<file path="src/rtl/ast_width_downsizer_pkg.sv">
// Shared widths, typedefs and FSM encoding for the Avalon-ST width downsizer.
package ast_width_downsizer_pkg;

    function automatic int empty_width(input int data_w);
        return ($clog2(data_w / 8) == 0) ? 1 : $clog2(data_w / 8);
    endfunction

    localparam int DATA_IN_W   = 128;
    localparam int DATA_OUT_W  = 64;
    localparam int CHANNEL_W   = 10;
    localparam int EMPTY_IN_W  = empty_width(DATA_IN_W);
    localparam int EMPTY_OUT_W = empty_width(DATA_OUT_W);

    typedef logic [DATA_IN_W-1:0]  data_t;
    typedef logic [CHANNEL_W-1:0]  channel_t;
    typedef logic [EMPTY_IN_W-1:0] empty_t;

    typedef enum logic {
        IDLE = 1'b0,
        SEND = 1'b1
    } state_t;

endpackage

</file>
<file path="src/rtl/ast_beat_sel.sv">
// Combinational beat selector: picks the output slice of the held word and
// derives the beat count, last-beat flag and source empty for EOP words.
module ast_beat_sel
    import ast_width_downsizer_pkg::*;
#(
    parameter int DATA_IN_W   = 128,
    parameter int DATA_OUT_W  = 64,
    parameter int EMPTY_IN_W  = 4,
    parameter int EMPTY_OUT_W = 3,
    parameter int BEAT_W      = 1
) (
    input  logic [DATA_IN_W-1:0]   buf_data,
    input  logic [BEAT_W-1:0]      beat_idx,
    input  logic [EMPTY_IN_W-1:0]  empty_in,
    input  logic                   eop,
    output logic [DATA_OUT_W-1:0]  slice,
    output logic [EMPTY_OUT_W-1:0] empty_out,
    output logic                   last_beat
);

    localparam int R         = DATA_IN_W / DATA_OUT_W;
    localparam int BYTES_IN  = DATA_IN_W / 8;
    localparam int BYTES_OUT = DATA_OUT_W / 8;

    int valid_bytes;
    int beat_cnt;

    always_comb begin
        valid_bytes = BYTES_IN;
        beat_cnt    = R;
        // Only an EOP word may be short; empty is meaningless otherwise
        if (eop) begin
            valid_bytes = BYTES_IN - int'(empty_in);
            beat_cnt    = (valid_bytes + BYTES_OUT - 1) / BYTES_OUT;
            if (beat_cnt < 1) begin
                beat_cnt = 1;
            end
        end
        last_beat = (int'(beat_idx) == (beat_cnt - 1));
        empty_out = '0;
        if (eop && last_beat) begin
            empty_out = EMPTY_OUT_W'(beat_cnt * BYTES_OUT - valid_bytes);
        end
        slice = buf_data[int'(beat_idx) * DATA_OUT_W +: DATA_OUT_W];
    end

endmodule

</file>
<file path="src/rtl/ast_width_downsizer.sv">
// Avalon-ST width downsizer: one wide sink word becomes B narrow source beats.
// Optional feature macro: AST_DOWNSIZER_DROP_ORPHAN_EN (drop words outside a packet).
module ast_width_downsizer
    import ast_width_downsizer_pkg::*;
#(
    parameter int DATA_IN_W   = ast_width_downsizer_pkg::DATA_IN_W,
    parameter int DATA_OUT_W  = ast_width_downsizer_pkg::DATA_OUT_W,
    parameter int CHANNEL_W   = ast_width_downsizer_pkg::CHANNEL_W,
    parameter int EMPTY_IN_W  = empty_width(DATA_IN_W),
    parameter int EMPTY_OUT_W = empty_width(DATA_OUT_W)
) (
    input  logic                   clk_i,
    input  logic                   srst_i,
    input  logic [DATA_IN_W-1:0]   ast_data_i,
    input  logic                   ast_startofpacket_i,
    input  logic                   ast_endofpacket_i,
    input  logic                   ast_valid_i,
    input  logic [EMPTY_IN_W-1:0]  ast_empty_i,
    input  logic [CHANNEL_W-1:0]   ast_channel_i,
    output logic                   ast_ready_o,
    output logic [DATA_OUT_W-1:0]  ast_data_o,
    output logic                   ast_startofpacket_o,
    output logic                   ast_endofpacket_o,
    output logic                   ast_valid_o,
    output logic [EMPTY_OUT_W-1:0] ast_empty_o,
    output logic [CHANNEL_W-1:0]   ast_channel_o,
    input  logic                   ast_ready_i
);

    localparam int R      = DATA_IN_W / DATA_OUT_W;
    localparam int BEAT_W = (R > 1) ? $clog2(R) : 1;

    if ((R < 2) || ((R & (R - 1)) != 0) || ((DATA_IN_W % DATA_OUT_W) != 0)
        || ((DATA_OUT_W % 8) != 0)) begin : g_bad_cfg
        $error("ast_width_downsizer: DATA_IN_W/DATA_OUT_W must be a power of two >= 2");
    end

    state_t                  state_q, state_d;
    logic [BEAT_W-1:0]       beat_q, beat_d;
    logic                    vld_p0;
    logic                    sink_xfer;
    logic                    src_xfer;
    logic                    load;
    logic                    last_beat;

    logic [DATA_IN_W-1:0]    buf_data_p0;
    logic [EMPTY_IN_W-1:0]   buf_empty_p0;
    logic [CHANNEL_W-1:0]    buf_chan_p0;
    logic                    buf_sop_p0;
    logic                    buf_eop_p0;

    logic [DATA_OUT_W-1:0]   sel_data;
    logic [EMPTY_OUT_W-1:0]  sel_empty;

    assign vld_p0      = (state_q == SEND) && !srst_i;
    assign ast_ready_o = !srst_i && ((state_q == IDLE) || (vld_p0 && last_beat && ast_ready_i));
    assign sink_xfer   = ast_valid_i && ast_ready_o;
    assign src_xfer    = vld_p0 && ast_ready_i;

`ifdef AST_DOWNSIZER_DROP_ORPHAN_EN
    logic in_pkt_q;

    // A word is only kept when it belongs to a packet opened by an SOP
    assign load = sink_xfer && (in_pkt_q || ast_startofpacket_i);

    always_ff @(posedge clk_i) begin
        if (srst_i) begin
            in_pkt_q <= 1'b0;
        end else if (sink_xfer) begin
            in_pkt_q <= ast_endofpacket_i ? 1'b0 : (ast_startofpacket_i || in_pkt_q);
        end
    end
`else
    assign load = sink_xfer;
`endif

    always_comb begin
        state_d = state_q;
        beat_d  = beat_q;
        case (state_q)
            IDLE: begin
                if (load) begin
                    state_d = SEND;
                    beat_d  = '0;
                end
            end
            SEND: begin
                if (src_xfer) begin
                    if (last_beat) begin
                        state_d = load ? SEND : IDLE;
                        beat_d  = '0;
                    end else begin
                        beat_d = beat_q + 1'b1;
                    end
                end
            end
            default: begin
                state_d = IDLE;
                beat_d  = '0;
            end
        endcase
    end

    always_ff @(posedge clk_i) begin
        if (srst_i) begin
            state_q <= IDLE;
            beat_q  <= '0;
        end else begin
            state_q <= state_d;
            beat_q  <= beat_d;
        end
    end

    // Stage p0: holding buffer, masked at the outputs by vld_p0
    always_ff @(posedge clk_i) begin
        if (load) begin
            buf_data_p0  <= ast_data_i;
            buf_empty_p0 <= ast_empty_i;
            buf_chan_p0  <= ast_channel_i;
            buf_sop_p0   <= ast_startofpacket_i;
            buf_eop_p0   <= ast_endofpacket_i;
        end
    end

    ast_beat_sel #(
        .DATA_IN_W   (DATA_IN_W),
        .DATA_OUT_W  (DATA_OUT_W),
        .EMPTY_IN_W  (EMPTY_IN_W),
        .EMPTY_OUT_W (EMPTY_OUT_W),
        .BEAT_W      (BEAT_W)
    ) u_beat_sel (
        .buf_data  (buf_data_p0),
        .beat_idx  (beat_q),
        .empty_in  (buf_empty_p0),
        .eop       (buf_eop_p0),
        .slice     (sel_data),
        .empty_out (sel_empty),
        .last_beat (last_beat)
    );

    assign ast_valid_o         = vld_p0;
    assign ast_data_o          = vld_p0 ? sel_data : '0;
    assign ast_empty_o         = vld_p0 ? sel_empty : '0;
    assign ast_channel_o       = vld_p0 ? buf_chan_p0 : '0;
    assign ast_startofpacket_o = vld_p0 && buf_sop_p0 && (beat_q == '0);
    assign ast_endofpacket_o   = vld_p0 && buf_eop_p0 && last_beat;

endmodule

</file>
<file path="config.mk">
export PLATFORM = sky130hd
export DESIGN_NAME = ast_width_downsizer
export DESIGN_NICKNAME = d
export VERILOG_FILES = /design/src/rtl/ast_width_downsizer_pkg.sv /design/src/rtl/ast_beat_sel.sv /design/src/rtl/ast_width_downsizer.sv
export SDC_FILE = /design/constraint.sdc
export NUM_CORES = 1
export LEC_CHECK = 0
export CAP_MARGIN = 10
export CORE_UTILIZATION = 44
export DETAILED_ROUTE_END_ITERATION = 16
export HOLD_SLACK_MARGIN = 0.08
export PLACE_DENSITY = 0.8
export SKIP_LAST_GASP = 1
export SLEW_MARGIN = 25
export SYNTH_ARGS = -nofsm -noshare
export SYNTH_HDL_FRONTEND = slang
export SYNTH_SLANG_ARGS = --single-unit
</file>
<file path="constraint.sdc">
create_clock -name clk_i -period 15.34 [get_ports clk_i]
set_clock_uncertainty 0.2 [all_clocks]
set_input_delay 3.068 -clock clk_i [delete_from_list [all_inputs] [get_ports clk_i]]
set_output_delay 3.068 -clock clk_i [all_outputs]
set_load 0.01 [all_outputs]
</file>
# Yosys cells after proc, flatten, opt, wreduce, memory -nomap -nowiden
# Index checks and enable logic that the tools add are counted.
totals:
  output_inout_bits: 81
  ff_bits: 146
op_classes:
  n_bitwise: 3
  eq_ne: 3
  reduce_logical: 15
  order_cmp: 1
  mux: 15
  shift: 1
  n_addsub: 7
op_table:
  columns: ["op", "count"]
  rows:
  - ["128-bit by 8-bit indexed part select with 64-bit output", 1]
  - ["32-bit 2-to-1 mux", 2]
  - ["64-bit 2-to-1 mux", 1]
  - ["32-bit by 2-bit subtractor with 32-bit output (second input constant)", 2]
  - ["32-bit by 1-bit adder with 32-bit output", 1]
  - ["2-bit by 32-bit equality test with 1-bit output", 1]
  - ["32-bit by 2-bit less-than comparator with 1-bit output (second input constant)", 1]
  - ["1-bit logical AND", 11]
  - ["10-bit 2-to-1 mux", 1]
  - ["3-bit 2-to-1 mux", 3]
  - ["6-bit by 5-bit adder with 7-bit output (second input constant)", 1]
  - ["1-bit 2-to-1 mux", 6]
  - ["5-bit by 4-bit subtractor with 6-bit output (first input constant)", 1]
  - ["1-bit case mux with 2 select lines", 2]
  - ["3-bit OR reduction", 1]
  - ["1-bit by 3-bit subtractor with 3-bit output (first input constant)", 1]
  - ["2-bit by 1-bit inequality test with 1-bit output (second input constant)", 1]
  - ["2-bit inequality test (second input constant)", 1]
  - ["1-bit NOT", 2]
  - ["2-bit AND reduction", 1]
  - ["1-bit adder (second input constant)", 1]
  - ["1-bit bitwise AND", 1]
  - ["1-bit zero test", 1]
  - ["1-bit logical OR", 1]

# Logic depth before layout (Yosys ltp)
logic_depth:
  word_depth: 20
  depth_mapped: 20

# Hierarchy
# A second synthesis with hierarchy kept.
unflattened:
  cells_unflattened: 361
  hier_area_um2: 6069.6
by_module_without_submodules:
  columns: ["module", "seq_area_each_um2", "area_each_um2", "instances", "cells_per_inst"]
  rows:
  - ["ast_width_downsizer", 4364.2, 5006.1, 1, 244]
  - ["ast_beat_sel", 0.0, 1063.5, 1, 117]

# Worst setup path after synthesis
# Ideal clock, no wire load.
synth_timing:
  kind: "register to register"
  startpoint: "register buf_empty_p0[0]"
  endpoint: "register buf_chan_p0[0] (enable)"
  arrival_ns: 11.149
  period_less_slack_ns: 12.076
  required_ns: 14.414
  path_stages_with_launch: 21
  slack_ns: 3.264
  setup_time_ns: 0.726
  n_path_buf: 0
  cell_sequence: "edfxtp_1 inv_1 ha_1 nand2b_1 nor2_1 ha_1 o31a_1 nor2_2 inv_1 ha_1 nor3_1 nand2_1 a311oi_1 ha_1 inv_1 a21boi_0 ha_1 o21ai_0 a211oi_1 nand2_1 o41ai_2"
synth_via:
  elab_chain_cells: 16
synth_lines:
  columns: ["item", "line_no", "rtl"]
  rows:
  - ["start, declared", "ast_width_downsizer.sv:47", "logic [EMPTY_IN_W-1:0] buf_empty_p0;"]
  - ["start signal, assigned", "ast_width_downsizer.sv:118", "buf_empty_p0 <= ast_empty_i;"]
  - ["5-bit by 4-bit subtractor with 6-bit output (*)", "ast_beat_sel.sv:33", "valid_bytes = BYTES_IN - int'(empty_in);"]
  - ["6-bit by 5-bit adder with 7-bit output (*)", "ast_beat_sel.sv:34", "beat_cnt = (valid_bytes + BYTES_OUT - 1) / BYTES_OUT;"]
  - ["32-bit by 2-bit subtractor with 32-bit output (*)", "ast_beat_sel.sv:34", null]
  - ["3-bit OR reduction (no source line)", null, null]
  - ["1-bit bitwise AND (no source line)", null, null]
  - ["32-bit by 1-bit adder with 32-bit output (no source line) (*)", null, null]
  - ["32-bit by 2-bit less-than comparator with 1-bit output", "ast_beat_sel.sv:35", "if (beat_cnt < 1) begin"]
  - ["32-bit 2-to-1 mux (*)", "ast_beat_sel.sv:35", null]
  - ["32-bit 2-to-1 mux (*)", "ast_beat_sel.sv:32", "if (eop) begin"]
  - ["32-bit by 2-bit subtractor with 32-bit output (*)", "ast_beat_sel.sv:39", "last_beat = (int'(beat_idx) == (beat_cnt - 1));"]
  - ["2-bit by 32-bit equality test with 1-bit output (*)", "ast_beat_sel.sv:39", null]
  - ["1-bit logical AND (*) (2 in a row)", "ast_width_downsizer.sv:56", "assign ast_ready_o = !srst_i && ((state_q == IDLE) || (vld_p0 && last_beat && ast_ready_i));"]
  - ["1-bit logical OR (*)", "ast_width_downsizer.sv:56", null]
  - ["1-bit logical AND (*)", "ast_width_downsizer.sv:56", null]
  - ["1-bit logical AND (*)", "ast_width_downsizer.sv:57", "assign sink_xfer = ast_valid_i && ast_ready_o;"]
  - ["via load", "ast_width_downsizer.sv:43", "logic load;"]
  - ["end signal, assigned", "ast_width_downsizer.sv:119", "buf_chan_p0 <= ast_channel_i;"]
  - ["end, declared", "ast_width_downsizer.sv:48", "logic [CHANNEL_W-1:0] buf_chan_p0;"]
# Mark *: on every way through the listed nets, which the timed path passes. The rest lies on a longest branch.
# A chain may end at the register's enable or synchronous reset.

# Final worst setup path
layout_timing:
  startpoint: "register buf_empty_p0[0]"
  endpoint: "output port ast_ready_o"
layout_via:
  elab_chain_cells: 15
layout_lines:
  columns: ["item", "line_no", "rtl"]
  rows:
  - ["5-bit by 4-bit subtractor with 6-bit output (*)", "ast_beat_sel.sv:33", null]
  - ["6-bit by 5-bit adder with 7-bit output (*)", "ast_beat_sel.sv:34", null]
  - ["32-bit by 2-bit subtractor with 32-bit output (*)", "ast_beat_sel.sv:34", null]
  - ["3-bit OR reduction (no source line)", null, null]
  - ["1-bit bitwise AND (no source line)", null, null]
  - ["32-bit by 1-bit adder with 32-bit output (no source line) (*)", null, null]
  - ["32-bit by 2-bit less-than comparator with 1-bit output", "ast_beat_sel.sv:35", null]
  - ["32-bit 2-to-1 mux (*)", "ast_beat_sel.sv:35", null]
  - ["32-bit 2-to-1 mux (*)", "ast_beat_sel.sv:32", null]
  - ["32-bit by 2-bit subtractor with 32-bit output (*)", "ast_beat_sel.sv:39", null]
  - ["2-bit by 32-bit equality test with 1-bit output (*)", "ast_beat_sel.sv:39", null]
  - ["1-bit logical AND (*) (2 in a row)", "ast_width_downsizer.sv:56", null]
  - ["1-bit logical OR (*)", "ast_width_downsizer.sv:56", null]
  - ["1-bit logical AND (*)", "ast_width_downsizer.sv:56", null]
  - ["end, declared", "ast_width_downsizer.sv:20", "output logic ast_ready_o,"]
# Mark *: on every way between the ends. The rest lies on a longest branch, timed or not.

==> run metrics <==
outcome completed; path class of the lowest-slack min-delay path reg2reg; global route total overflow 0; HPWL after detailed placement approximately 9500 um; total area of sequential cells approximately 0.0044 mm2; sum of negative setup slack 0 ns; Via-to-Cell Ratio 4.897; combined buffer and inverter count along the critical path 4; first-pass GRT wire length between 20,000 and 25,000 um; number of nets in the finished design a little under 800; proportion of total power due to net switching between 20 and 25%; clock network power share 40.7%; async set or reset register ratio after synthesis 0%; critical path's slowest cell clkdlybuf4s50_1; number of gates resized after CTS 0; Routed WL 13,600 um; post-layout minimum cycle time 8.492 ns; Yosys warning total 0; required time worst endpoint 12.07 ns; row count 42; buffers from clock root to sink, at most 2; depth of the CTS H-tree 4; final antenna-violating net count 0; total area of multi-input combinational cells 0.001496 mm2; maximum vdd ir drop 0.1075 mV; post-cts hold buffer count 0; Cells after Synth 379; filler cell count in the final layout 916; CP Data Arrival Time 5.22 ns; fraction of layout instances using a drive strength above 1 6.539%; gr usage total approximately 20%; ratio of total power to cell area 111.3 mW/mm2; Critical Path Sink Type output pin; area of the mapped netlist 0.005949 mm2; highest clock rate between 100 and 150 MHz; CP dominant cell by count ha_1; Top FF cell, synth edfxtp_1; kind of launch point of the worst setup path flip-flop; period utilisation layout 55.36%; Reg clk slew, reported paths 0.06 ns; first drt pass iteration count 4; Port Buffers 228; internal portion of total power 0.0007875 W; clock buffer count from CTS 17; final number of setup-violating endpoints 0; clock tree root driver cell clkbuf_16; family with the most delay on the worst path compound AO/OA/AOI/OAI gates; CTS tree yes; biggest cell delay along the critical path 0.59 ns; fin. max-slew vios 0; Layout Utilization 68.40%; Vias 3,932; initial detailed-routing violation count about 200; sw power between 0.0002 and 0.00025 W; total power draw 0.001004 W; clk_lat worst skew 0.40 ns; Die Span Y roughly 120 um; number of violations of the max-capacitance limit 0; diode count 0; largest net degree at the start of global routing 76; Total Die Area 0.01399 mm2; Flop pwr share 47.2%; Static Leakage ~3.0 nW; worst rel slew slack 36.91%; Routed WL per cell 16.93 um; number of non-filler instances in the completed layout 803; post-CTS setup buffer count 0; post-route worst setup slack 6.848 ns; number of ports placed on the die boundary 229; vias in the first global route about 4,100; endpoint of the lowest-slack register-to-register path buf_data_p0[33]; synthesis-stage register bit count 146; unrepaired setup endpoints after global routing no; setup slack of the worst register-to-register path about 9.7 ns; instance count after placement with tap cells included around 770; combinational share of power 12.0%; area growth from synthesis to layout 51.65%; effective utilization at floorplan 45.11%; number of flops mapped to enable cells by yosys 144; slew at the pin closest to its max-slew limit 0.9463 ns; average cell area after synthesis between 15 and 20 um2; largest fanout on the critical path 7; DRC 0; cell depth of the worst hold path 3; worst-case hold path end point state_q; worst reg2reg path depth 21; number of clock sinks seen by CTS between 100 and 150; type of the setup path with the least slack reg2out; final RePlAce weighted congestion between 0.8 and 0.9; number of failing hold endpoints at the final stage 0; antenna violations before repair 0; Worst Hold Launch state_q; core area around 0.013 mm2; fraction of the yosys area taken by sequential cells 73.35%; R2R Path Start buf_empty_p0[0]; worst slack at placement 7.002 ns; Distinct cells, synth 39; cell-by-cell trace of the critical path inv_1, ha_1, nand2b_1, nor2_1, ha_1, o31a_1, nor2_2, inv_1, ha_1, nor3_1, nand2_1, a311oi_1, ha_1, inv_1, a21boi_0, ha_1, o21ai_0, a211oi_1, nand2_1, o32ai_1, clkdlybuf4s50_1; overall die width about 120 um
==> sequential cells by signal, indices dropped and copies added (netlist names) <==
| name | count |
|---|---|
| buf_data_p0 | 128 |
| buf_chan_p0 | 10 |
| buf_empty_p0 | 4 |
| beat_q | 1 |
| buf_eop_p0 | 1 |
| buf_sop_p0 | 1 |
| state_q | 1 |
==> power groups by stage <==
stage                     Clock (W)  Combinational (W)  Sequential, W
after floorplan                   0          0.0000552       0.000484
after global placement            0           0.000117       0.000481
after detailed placement          0           0.000120       0.000483
after CTS                  0.000418           0.000121       0.000474
after global routing       0.000432           0.000129       0.000476
final                      0.000409           0.000121       0.000474
==> Yosys cell counts (2+ instances only) <==
cell type	n	area, um2
and2_1	10	62.56
buf_1	4	15.01
buf_2	7	35.03
clkbuf_1	5	18.77
dfxtp_1	2	40.04
edfxtp_1	144	4324
ha_1	10	125.1
inv_1	10	37.54
mux2i_1	64	640.6
nand2_1	6	22.52
nand2b_1	7	43.79
nor2_1	67	251.5
nor3_1	6	30.03
nor3b_1	2	15.01
nor4_1	3	18.77
o21ai_0	3	15.01
o21ai_2	2	17.52
xnor2_1	4	35.03
xor2_1	3	26.28
==> metal layers <==
| metal | part of all wire, % | vias to the layer above | track usage (%) |
|---|---|---|---|
| met5 | 0 | - | 0 |
| met4 | 2.5 | 0 | 8.413 |
| met3 | 6.1 | 23 | 5.936 |
| met2 | 52 | 163 | 34.30 |
| met1 | 39 | 1874 | 23.38 |
| li1 | - | 1872 | - |
==> layout by cell type, fill, tap and decap left out, types with 2 or more instances in the layout <==
master and instances:
and2_1 10, xnor2_1 4, nor4_1 3, nand2_1 6
inv_1 10, nor2_1 67, bufinv_16 3, ha_1 10
nor3_1 6, mux2i_1 64, clkinv_1 2, conb_1 2
buf_4 4, o21ai_0 3, clkinvlp_4 2, edfxtp_1 144
nor3b_1 2, clkbuf_16 17, xor2_1 3, nand2b_1 6
clkinv_2 3, clkdlybuf4s50_1 228, o21ai_2 2, inv_6 3
==> how the worst max path moves through the flow <==
stage                                from              to  cells after the start
after floorplan           buf_empty_p0[0]  buf_chan_p0[0]                     20
after global placement             srst_i   ast_data_o[2]                      5
after detailed placement           srst_i  ast_data_o[10]                      5
after CTS                 buf_empty_p0[0]  ast_empty_o[1]                     21
after global routing      buf_empty_p0[0]  ast_empty_o[2]                     21
final                     buf_empty_p0[0]     ast_ready_o                     21
==> cells by family (layout without fill, tap and decap cells) <==
family                   Yosys count  after routing  share of synthesized area, %
multiplexers                      64             64                         10.77
other                              1              2                       0.06303
AO/OA/AOI/OAI                     18             18                         2.629
flip-flops                       146            146                         73.35
adder cells (fa/ha/maj)           10             10                         2.103
XOR/XNOR                           7              7                         1.031
buffers and inverters             26            273                         1.788
AND/OR/NAND/NOR                  107            107                         8.265
==> worst register-to-register path: stages, from the launching register on <==
cell and delay, ns:
edfxtp_1 0.46, inv_1 0.10, ha_1 0.23, nand2b_1 0.14, nor2_1 0.07, ha_1 0.32
o31a_1 0.15, nor2_2 0.19, inv_1 0.09, ha_1 0.34, nor3_1 0.18, nand2_1 0.07
a311oi_1 0.25, ha_1 0.22, inv_1 0.09, a21boi_0 0.20, ha_1 0.14, o21ai_0 0.08
a211oi_1 0.27, nand2_1 0.25, o41ai_4 0.36, buf_4 0.76
==> layout make-up <==
cell class	count	share of cell area (%)
Tap cell	176	2.441
Inverter	10	0.4160
Multi-Input combinational cell	208	16.59
Clock buffer	17	4.715
Clock inverter	14	1.803
Sequential cell	146	48.41
Timing Repair Buffer	232	25.63
==> metrics by stage <==
stage / hold WS (ns) / area, um2
3_5_place_dp: 0.4718 / 8434
4_1_cts: 0.4785 / 9022
3_3_place_gp: 0.4294 / 8434
5_1_grt: 0.5262 / 9022
6_report: 0.4809 / 9022
2_1_floorplan: 0.3982 / 5953
Power figures use the tool's default switching activity.
